File: config.mk
export PLATFORM = sky130hd
export DESIGN_NAME = ycbcr_arbiter
export DESIGN_NICKNAME = d
export VERILOG_FILES = /design/src/rtl/ycbcr_arbiter.sv
export SDC_FILE = /design/constraint.sdc
export NUM_CORES = 1
export LEC_CHECK = 0
export ABC_CLOCK_PERIOD_IN_PS = 1800
export CORE_MARGIN = 2
export CORE_UTILIZATION = 35
export DETAILED_ROUTE_END_ITERATION = 10
export PLACE_DENSITY = 0.72
export SYNTH_ARGS = -nofsm -noshare
export SYNTH_HDL_FRONTEND = slang
export SYNTH_SLANG_ARGS = --single-unit
File: constraint.sdc
create_clock -name clk -period 1.8 [get_ports clk]
set_input_delay 0.18 -clock clk [delete_from_list [all_inputs] [get_ports clk]]
set_output_delay 0.18 -clock clk [all_outputs]
set_load 0.01 [all_outputs]
File: src/rtl/ycbcr_arbiter.sv
// Two-requester, line-atomic arbiter that feeds a shared RGB->YCbCr converter into a 2-deep output FIFO.
// Optional per-channel line counters are enabled by defining YCBCR_ARB_STATS_EN.
module ycbcr_arbiter (
  input  logic        clk,
  input  logic        rst,
  input  logic        s0_valid,
  output logic        s0_ready,
  input  logic [23:0] s0_rgb,
  input  logic        s0_eol,
  input  logic        s1_valid,
  output logic        s1_ready,
  input  logic [23:0] s1_rgb,
  input  logic        s1_eol,
  output logic [7:0]  cv_r_data,
  output logic [7:0]  cv_g_data,
  output logic [7:0]  cv_b_data,
  input  logic [7:0]  cv_y_data,
  input  logic [7:0]  cv_cb_data,
  input  logic [7:0]  cv_cr_data,
  output logic        m_valid,
  input  logic        m_ready,
  output logic [23:0] m_ycbcr,
  output logic        m_ch,
  output logic        m_eol
`ifdef YCBCR_ARB_STATS_EN
  ,
  output logic [15:0] line_cnt0,
  output logic [15:0] line_cnt1
`endif
);

  typedef enum logic [1:0] {
    StIdle = 2'd0,
    StGnt0 = 2'd1,
    StGnt1 = 2'd2
  } state_e;

  state_e      state_q, state_d;
  logic        last_ch_q, last_ch_d;
  logic [25:0] fifo_q [2];
  logic [25:0] fifo_d [2];
  logic        wr_ptr_q, wr_ptr_d;
  logic        rd_ptr_q, rd_ptr_d;
  logic [1:0]  count_q, count_d;

  logic        space;
  logic        acc0, acc1;
  logic        push, pop;
  logic [23:0] sel_rgb;
  logic [25:0] push_data;
  logic [25:0] head;

  // Handshake and converter steering
  always_comb begin
    space    = (count_q != 2'd2);
    s0_ready = (state_q == StGnt0) && space;
    s1_ready = (state_q == StGnt1) && space;
    acc0     = s0_valid && s0_ready;
    acc1     = s1_valid && s1_ready;
    push     = acc0 || acc1;
    pop      = m_valid && m_ready;

    sel_rgb = 24'h000000;
    unique case (state_q)
      StGnt0:  sel_rgb = s0_rgb;
      StGnt1:  sel_rgb = s1_rgb;
      default: sel_rgb = 24'h000000;
    endcase
    cv_r_data = sel_rgb[23:16];
    cv_g_data = sel_rgb[15:8];
    cv_b_data = sel_rgb[7:0];

    push_data = {(state_q == StGnt1), (acc0 ? s0_eol : s1_eol),
                 cv_y_data, cv_cb_data, cv_cr_data};
  end

  // Grant FSM: a grant is only released on an accepted end-of-line beat
  always_comb begin
    state_d   = state_q;
    last_ch_d = last_ch_q;
    unique case (state_q)
      StIdle: begin
        if (s0_valid && s1_valid) begin
          state_d = last_ch_q ? StGnt0 : StGnt1;
        end else if (s0_valid) begin
          state_d = StGnt0;
        end else if (s1_valid) begin
          state_d = StGnt1;
        end
      end
      StGnt0: begin
        if (acc0 && s0_eol) begin
          last_ch_d = 1'b0;
          state_d   = s1_valid ? StGnt1 : StIdle;
        end
      end
      StGnt1: begin
        if (acc1 && s1_eol) begin
          last_ch_d = 1'b1;
          state_d   = s0_valid ? StGnt0 : StIdle;
        end
      end
      default: state_d = StIdle;
    endcase
  end

  // Output FIFO
  always_comb begin
    fifo_d[0] = fifo_q[0];
    fifo_d[1] = fifo_q[1];
    if (push) begin
      fifo_d[wr_ptr_q] = push_data;
    end
    wr_ptr_d = wr_ptr_q ^ push;
    rd_ptr_d = rd_ptr_q ^ pop;
    count_d  = count_q;
    unique case ({push, pop})
      2'b10:   count_d = count_q + 2'd1;
      2'b01:   count_d = count_q - 2'd1;
      default: count_d = count_q;
    endcase
  end

  always_comb begin
    head    = fifo_q[rd_ptr_q];
    m_valid = (count_q != 2'd0);
    m_ycbcr = m_valid ? head[23:0] : 24'h000000;
    m_ch    = m_valid && head[25];
    m_eol   = m_valid && head[24];
  end

`ifdef YCBCR_ARB_STATS_EN
  logic [15:0] line_cnt0_q, line_cnt0_d;
  logic [15:0] line_cnt1_q, line_cnt1_d;

  always_comb begin
    line_cnt0_d = line_cnt0_q + {15'd0, (acc0 && s0_eol)};
    line_cnt1_d = line_cnt1_q + {15'd0, (acc1 && s1_eol)};
    line_cnt0   = line_cnt0_q;
    line_cnt1   = line_cnt1_q;
  end

  always_ff @(posedge clk) begin
    if (rst) begin
      line_cnt0_q <= 16'd0;
      line_cnt1_q <= 16'd0;
    end else begin
      line_cnt0_q <= line_cnt0_d;
      line_cnt1_q <= line_cnt1_d;
    end
  end
`endif

  // last_ch resets to 1 so requester 0 wins the first tie
  always_ff @(posedge clk) begin
    if (rst) begin
      state_q   <= StIdle;
      last_ch_q <= 1'b1;
      fifo_q[0] <= 26'd0;
      fifo_q[1] <= 26'd0;
      wr_ptr_q  <= 1'b0;
      rd_ptr_q  <= 1'b0;
      count_q   <= 2'd0;
    end else begin
      state_q   <= state_d;
      last_ch_q <= last_ch_d;
      fifo_q[0] <= fifo_d[0];
      fifo_q[1] <= fifo_d[1];
      wr_ptr_q  <= wr_ptr_d;
      rd_ptr_q  <= rd_ptr_d;
      count_q   <= count_d;
    end
  end

endmodule

==> results of run 1 <==
[state kept, by name, summed over array words and instances (netlist names)]
name       cells
wr_ptr_q       1
state_q        2
last_ch_q      1
fifo_q        52
rd_ptr_q       1
count_q        2
[routing by layer]
layer | global-route usage, % | up-vias | part of all wire (%)
met4 | 4.66 | 0 | 1.7
met2 | 30.1 | 104 | 49
met1 | 21.3 | 1373 | 43
met3 | 6.43 | 14 | 6.5
met5 | 0 | - | 0
li1 | - | 1451 | -
[kinds of logic (layout without fill, tap and decap cells)]
logic type,count (synthesis),in the layout,share of synthesized area [%]
simple gates,121,121,17.8
mux,76,76,25.1
flops,59,59,39.0
compound gates,41,41,9.68
buf+inv,33,178,4.55
fa+ha+maj,7,7,2.89
xor+xnor,3,3,0.869
[report_power, final]
part	internal, uW	switching, uW
clock	670	510
sequential	1430	95.5
combinational	1020	879
total	3120	1480
[what timing repair did]
item | in CTS | in global routing
hold buffers | 0 | 0
buffers inserted | 3 | 5
gates resized for setup | 87 | 52
pin swaps | 1 | 5
gates cloned | 1 | 0
setup endpoints to repair | 56 | 70
[cell usage in the layout (no fill, tap or decap), drive strengths merged]
| cell | instances |
|---|---|
| buf | 34 |
| dlymetal6s2s | 3 |
| nand4 | 1 |
| a211oi | 2 |
| a21boi | 1 |
| nand2b | 1 |
| a32oi | 1 |
| a22oi | 24 |
| xnor2 | 2 |
| nand2 | 3 |
| clkbuf | 23 |
| or3 | 1 |
| clkdlybuf4s15 | 1 |
| and2 | 3 |
| o21ai | 5 |
| bufinv | 1 |
| dfxtp | 59 |
| o32ai | 2 |
| nand3 | 2 |
| a22o | 1 |
| clkinv | 2 |
| bufbuf | 1 |
| nor2b | 26 |
| a21oi | 4 |
| nor2 | 84 |
| clkinvlp | 1 |
| ha | 7 |
| inv | 7 |
| mux2i | 76 |
| o311a | 1 |
| xor2 | 1 |
| clkdlybuf4s50 | 79 |
| dlygate4sd2 | 26 |
[layout make-up]
cell class              count  share of cell area [%]
multi-input cells         248                    37.9
flip-flops and latches     59                    24.3
well taps                 105                    2.67
clock buffers              11                    2.87
repair buffers            156                    30.6
inverters                   7                   0.635
clock inverters             4                    1.04
[metrics by stage]
| stage | util (%) | instance area [sq um] |
|---|---|---|
| after CTS | 57.8 | 4790 |
| final | 59.3 | 4920 |
| after detailed placement | 55.5 | 4600 |
| after global routing | 59.3 | 4920 |
| after global placement | 55.5 | 4600 |
| after floorplan | - | 3080 |
[critical path, cell delays in order (launching register included)]
cell,delay [ps]
dfxtp_4,370
inv_4,50
ha_4,160
a22o_1,220
and2_4,180
inv_2,60
ha_4,190
or3_4,360
a21oi_2,140
[path summary, 6_finish.rpt]
kind | startpoint | endpoint | slack, ps | cells after the start
max | state_q[0] | count_q[1] | -20 | 8
min | rst | fifo_q[1][20] | 340 | 2
min reg2reg | fifo_q[1][4] | fifo_q[1][4] | 490 | 2
max reg2reg | state_q[0] | count_q[1] | -20 | 8
==> flow_summary_export.csv, run 1 <==
group,metric,value,unit
sta,maxSlewViolCount,0,
logic_synthesis,synthCells,340,
finish,fill_cells,756,
clocking,clockBufferDepth,2,
outcome,violations,"negative setup slack",
logic_synthesis,synth_common_cells,"nor2_1, mux2i_1, dfxtp_1",
logic_synthesis,ys.flop_type,"dfxtp_1",
logic_synthesis,synthesis.area,3030,sq um
sta,tightest_slew,597,ps
finish,nets,567,
detailed_routing,dr.pass1.iters,4,
global_routing,grt_max_degree,33,
clocking,clockRootBuffer,"clkbuf_8",
clocking,cts_tree,"built",
detailed_routing,wl,8.67,mm
finish,seqCellArea,1190,sq um
global_routing,grt.overflow.total,0,
detailed_routing,drt_iter0_markers,123,
power,p_per_area,935,nW/um^2
detailed_routing,drcViolationCount,0,
power,vdd_drop_max,651,uV
setup_path,cp-end-kind,"register",
placement,dp_hpwl,6.09,mm
logic_synthesis,synth.most_common_cell,"nor2_1",
finish,multi_input_area,1870,sq um
power,total_power,4600,uW
die,core,8300,sq um
placement,port_buffers,131,
global_routing,grt_pass1_vias,2905,
power,leakage,0.00191,uW
sta,clock_skew,8.98,ps
sta,fin_setup_tns,-21.2,ps
logic_synthesis,syn_area_per_cell,8.90,sq um
detailed_routing,vias,2942,
sta,slew_headroom,60.2,%
die,fp.dieW,97.0,microns
clocking,clk-insertion-delay-late,330,ps
die,ios,132,
global_routing,grt_pass1_wl,13.8,mm
finish,area_growth,62.8,%
logic_synthesis,synth_edf_count,0,
finish,stdcell_count,590,
setup_path,cp.required,2050,ps
worst_hold_path,hold_path_class,"primary input to register",
placement,gp_congestion,0.863,
global_routing,grtUsageTotal,17.8,%
sta,fin_crit,1820,ps
logic_synthesis,ys_types,28,
clocking,cts.clk_slew.worst_paths,70,ps
die,die-area,9400,sq um
logic_synthesis,syn_nets,426,
logic_synthesis,synth_top_area_share,39.0,%
clocking,htreeDepth,3,
sta,holdWs,344,ps
placement,place_ws,-81.4,ps
logic_synthesis,synth_seq_cells,59,
die,num_rows,33,
logic_synthesis,synth_top_area_cell,"dfxtp_1",
sta,timing.final.crit_share,101,%
detailed_routing,antenna_left,0,
logic_synthesis,ys_warn_count,0,
die,start_util,36.5,%
logic_synthesis,netlist_top_cells_area,"dfxtp_1, mux2i_1, nor2_1",
job,drv_cap,0,
sta,setup_ws,-21.2,ps
finish,diodes,0,
setup_path,cp_max_fo,4,
placement,dp.cells,567,
sta,hold_violations,0,
setup_path,cp.arrival,2070,ps
outcome,run_status,"finished, violations left",
setup_path,startpoint_type,"register",
detailed_routing,avgViaCountPerCell,4.99,
finish,drive_above_1_share,19.8,%
logic_synthesis,synth_seq_area_share,39.0,%
clocking,numCtsBuffers,9,
detailed_routing,avgRoutedWirePerCell,14.7,microns
die,die_y,97.0,microns
setup_path,crit_type,"register to register",
sta,rsz0062_at_grt,"true",
global_routing,antenna_found_initial,0,
sta,finalSetupViolCount,1,
clocking,cts_sinks,59,
logic_synthesis,async_flop_share,0,%
sta,timing.fmax,549,MHz
(Power assumes the default switching activity.)
==> inputs of run 2 (changes only) <==
ABC_CLOCK_PERIOD_IN_PS = 1860   (was 1800)
CORE_MARGIN = 3   (was 2)
PLACE_DENSITY = 0.7   (was 0.72)
clock period = 1.86 ns   (was 1.8 ns; I/O delays follow)
==> run 2 against run 1 <==
  * The flow now finishes without violations
  * Global-route usage decreased by 0.075 points
  * Routed wire length increased by 4.6%
  * Via count decreased by 0.10%
  * Combinational power increased by 7%
  * Register-to-register slack improved by 30 ps
  * Non-clock buffer count increased by 4
  * Cell count increased by 0.68%
  * First-iteration DRC count decreased by 28%
  * Total power increased by 2.3%
  * Critical path type unchanged
  * Largest cell class unchanged
  * Highest routed layer unchanged
==> flow_summary_export.csv, run 2 (synthesis results as in run 1) <==
group,metric,value,unit
global_routing,grtUsageTotal,17.7,%
sta,rsz0062_at_grt,"true",
setup_path,cp_max_fo,3,
sta,hold_violations,0,
worst_hold_path,hp-start,"rst",
worst_hold_path,hold_path_class,"primary input to register",
detailed_routing,drt_iter0_markers,89,
clocking,clockBufferDepth,2,
die,die-area,9800,sq um
job,drv_cap,0,
clocking,holdBufCountCts,0,
finish,diodes,0,
power,total_power,4710,uW
setup_path,crit_family,"simple AND/OR/NAND/NOR gates",
power,leakage,0.00213,uW
finish,area_growth,66.2,%
finish,reg_top3,"fifo_q: 52 flops, count_q: 2 flops, state_q: 2 flops",
sta,timing.fmax,540,MHz
setup_path,reg2reg_to,"count_q[1]",
sta,maxSlewViolCount,0,
worst_hold_path,min_path_cells,2,
sta,fin_crit,1850,ps
outcome,run_status,"finished clean",
die,die_y,99.0,microns
clocking,clockRootBuffer,"clkbuf_8",
setup_path,path_buf_inv,2,
detailed_routing,avgViaCountPerCell,4.95,
detailed_routing,drcViolationCount,0,
setup_path,path_cells,"buf_4 -> ha_4 -> a22o_1 -> and2_4 -> inv_1 -> ha_1 -> or3_1 -> a21oi_1",
detailed_routing,wl,9.07,mm
sta,tightest_slew,537,ps
clocking,cts_tree,"built",
finish,largest_reg_flops,52,
setup_path,crit_path_max_incr_delay,360,ps
finish,fill_cells,704,
die,num_rows,33,
die,start_util,36.5,%
placement,gp_congestion,0.773,
clocking,numCtsBuffers,9,
detailed_routing,antenna_left,0,
clocking,htreeDepth,3,
clocking,cts_sinks,59,
sta,timing.final.crit_share,99.6,%
detailed_routing,vias,2939,
finish,layout_commonest_cell,"nor2_1",
setup_path,setup.worst_path.start,"state_q[0]",
placement,dp_hpwl,6.21,mm
setup_path,slowest_stage,"or3_1",
setup_path,cp.required,2120,ps
setup_path,r2r_slack,8,ps
sta,finalSetupViolCount,0,
global_routing,grt_pass1_vias,2946,
global_routing,grt_pass1_wl,14.0,mm
placement,port_buffers,131,
worst_hold_path,min_to,"fifo_q[0][9]",
setup_path,r2r_cells,8,
setup_path,cp-end-kind,"register",
global_routing,grt_max_degree,29,
finish,mostFrequentLayoutCells,"nor2_1, clkdlybuf4s50_1, mux2i_1, dfxtp_1, nor2b_1",
setup_path,startpoint_type,"register",
sta,slew_headroom,64.2,%
power,p_per_area,936,nW/um^2
finish,stdcell_count,594,
die,fp.dieW,99.0,microns
die,ios,132,
sta,fin_setup_tns,0,ps
setup_path,r2r-start,"state_q[0]",
global_routing,grt.overflow.total,0,
clocking,cts.clk_slew.worst_paths,70,ps
setup_path,crit_type,"register to register",
finish,drive_above_1_share,20.4,%
sta,clock_skew,5.24,ps
setup_path,cp.arrival,2110,ps
detailed_routing,avgRoutedWirePerCell,15.3,microns
sta,holdWs,315,ps
finish,nets,571,
die,core,8300,sq um
detailed_routing,dr.pass1.iters,6,
clocking,clk-insertion-delay-late,330,ps
placement,dp.cells,572,
finish,regMostFlops,"fifo_q",
global_routing,antenna_found_initial,0,
power,vdd_drop_max,603,uV
==> run 2: changes by cell type in the layout (fill, tap and decap cells not counted), moves of 4 or more <==
| cell | previous run | this run |
|---|---|---|
| dlygate4sd2_1 | 26 | 10 |
| dlymetal6s2s_1 | 3 | 16 |
| buf_2 | 10 | 19 |
| clkbuf_2 | 12 | 6 |
| nor2b_1 | 26 | 20 |
| nor2b_2 | 0 | 5 |
| a22oi_1 | 9 | 13 |
| a22oi_2 | 15 | 11 |
==> run 2: power by group <==
group / switching (uW) / leakage, uW / total (uW) / internal (uW)
combinational: 895 / 0.00155 / 2040 / 1140
clock: 487 / 0.000105 / 1210 / 723
sequential: 78.9 / 0.000480 / 1460 / 1380
total: 1460 / 0.00213 / 4710 / 3250
==> run 2: per-stage QoR <==
stage / area, sq um / util (%) / setup WS [ps]
finish: 5030 / 60.6 / 8.09
global route: 5030 / 60.6 / -67.7
CTS: 4950 / 59.6 / -24.2
detailed placement: 4600 / 55.5 / -100
global placement: 4600 / 55.5 / -57.3
floorplan: 3060 / - / 19.1
==> run 2: repair_timing <==
item	CTS	global route
setup buffers	3	0
endpoints found under the setup margin	55	47
gates resized for setup	104	48
pin swaps	3	1
gates cloned	2	2
==> run 2: worst max-delay path by stage <==
stage	cells after the start	to
3_3_place_gp	7	count_q[1]
3_5_place_dp	7	count_q[1]
5_1_grt	8	count_q[1]
2_1_floorplan	9	count_q[1]
4_1_cts	8	count_q[1]
6_report	8	count_q[1]
==> run 2: area by class of cell <==
class | instances | area [sq um] | area share (%)
Multi-Input combinational cell | 248 | 1840 | 36.7
Timing Repair Buffer | 160 | 1620 | 32.3
Sequential cell | 59 | 1190 | 23.7
Clock buffer | 12 | 165 | 3.28
Tap cell | 105 | 131 | 2.61
Clock inverter | 3 | 46.3 | 0.921
Inverter | 7 | 28.8 | 0.572
==> run 2: per-layer routing <==
metal / up-vias / part of all wire (%) / GRT usage, %
met5: - / 0 / 0
met4: 0 / 1.9 / 6.51
met3: 13 / 6.3 / 4.53
met2: 108 / 51 / 31.0
met1: 1357 / 41 / 20.7
li1: 1461 / - / -
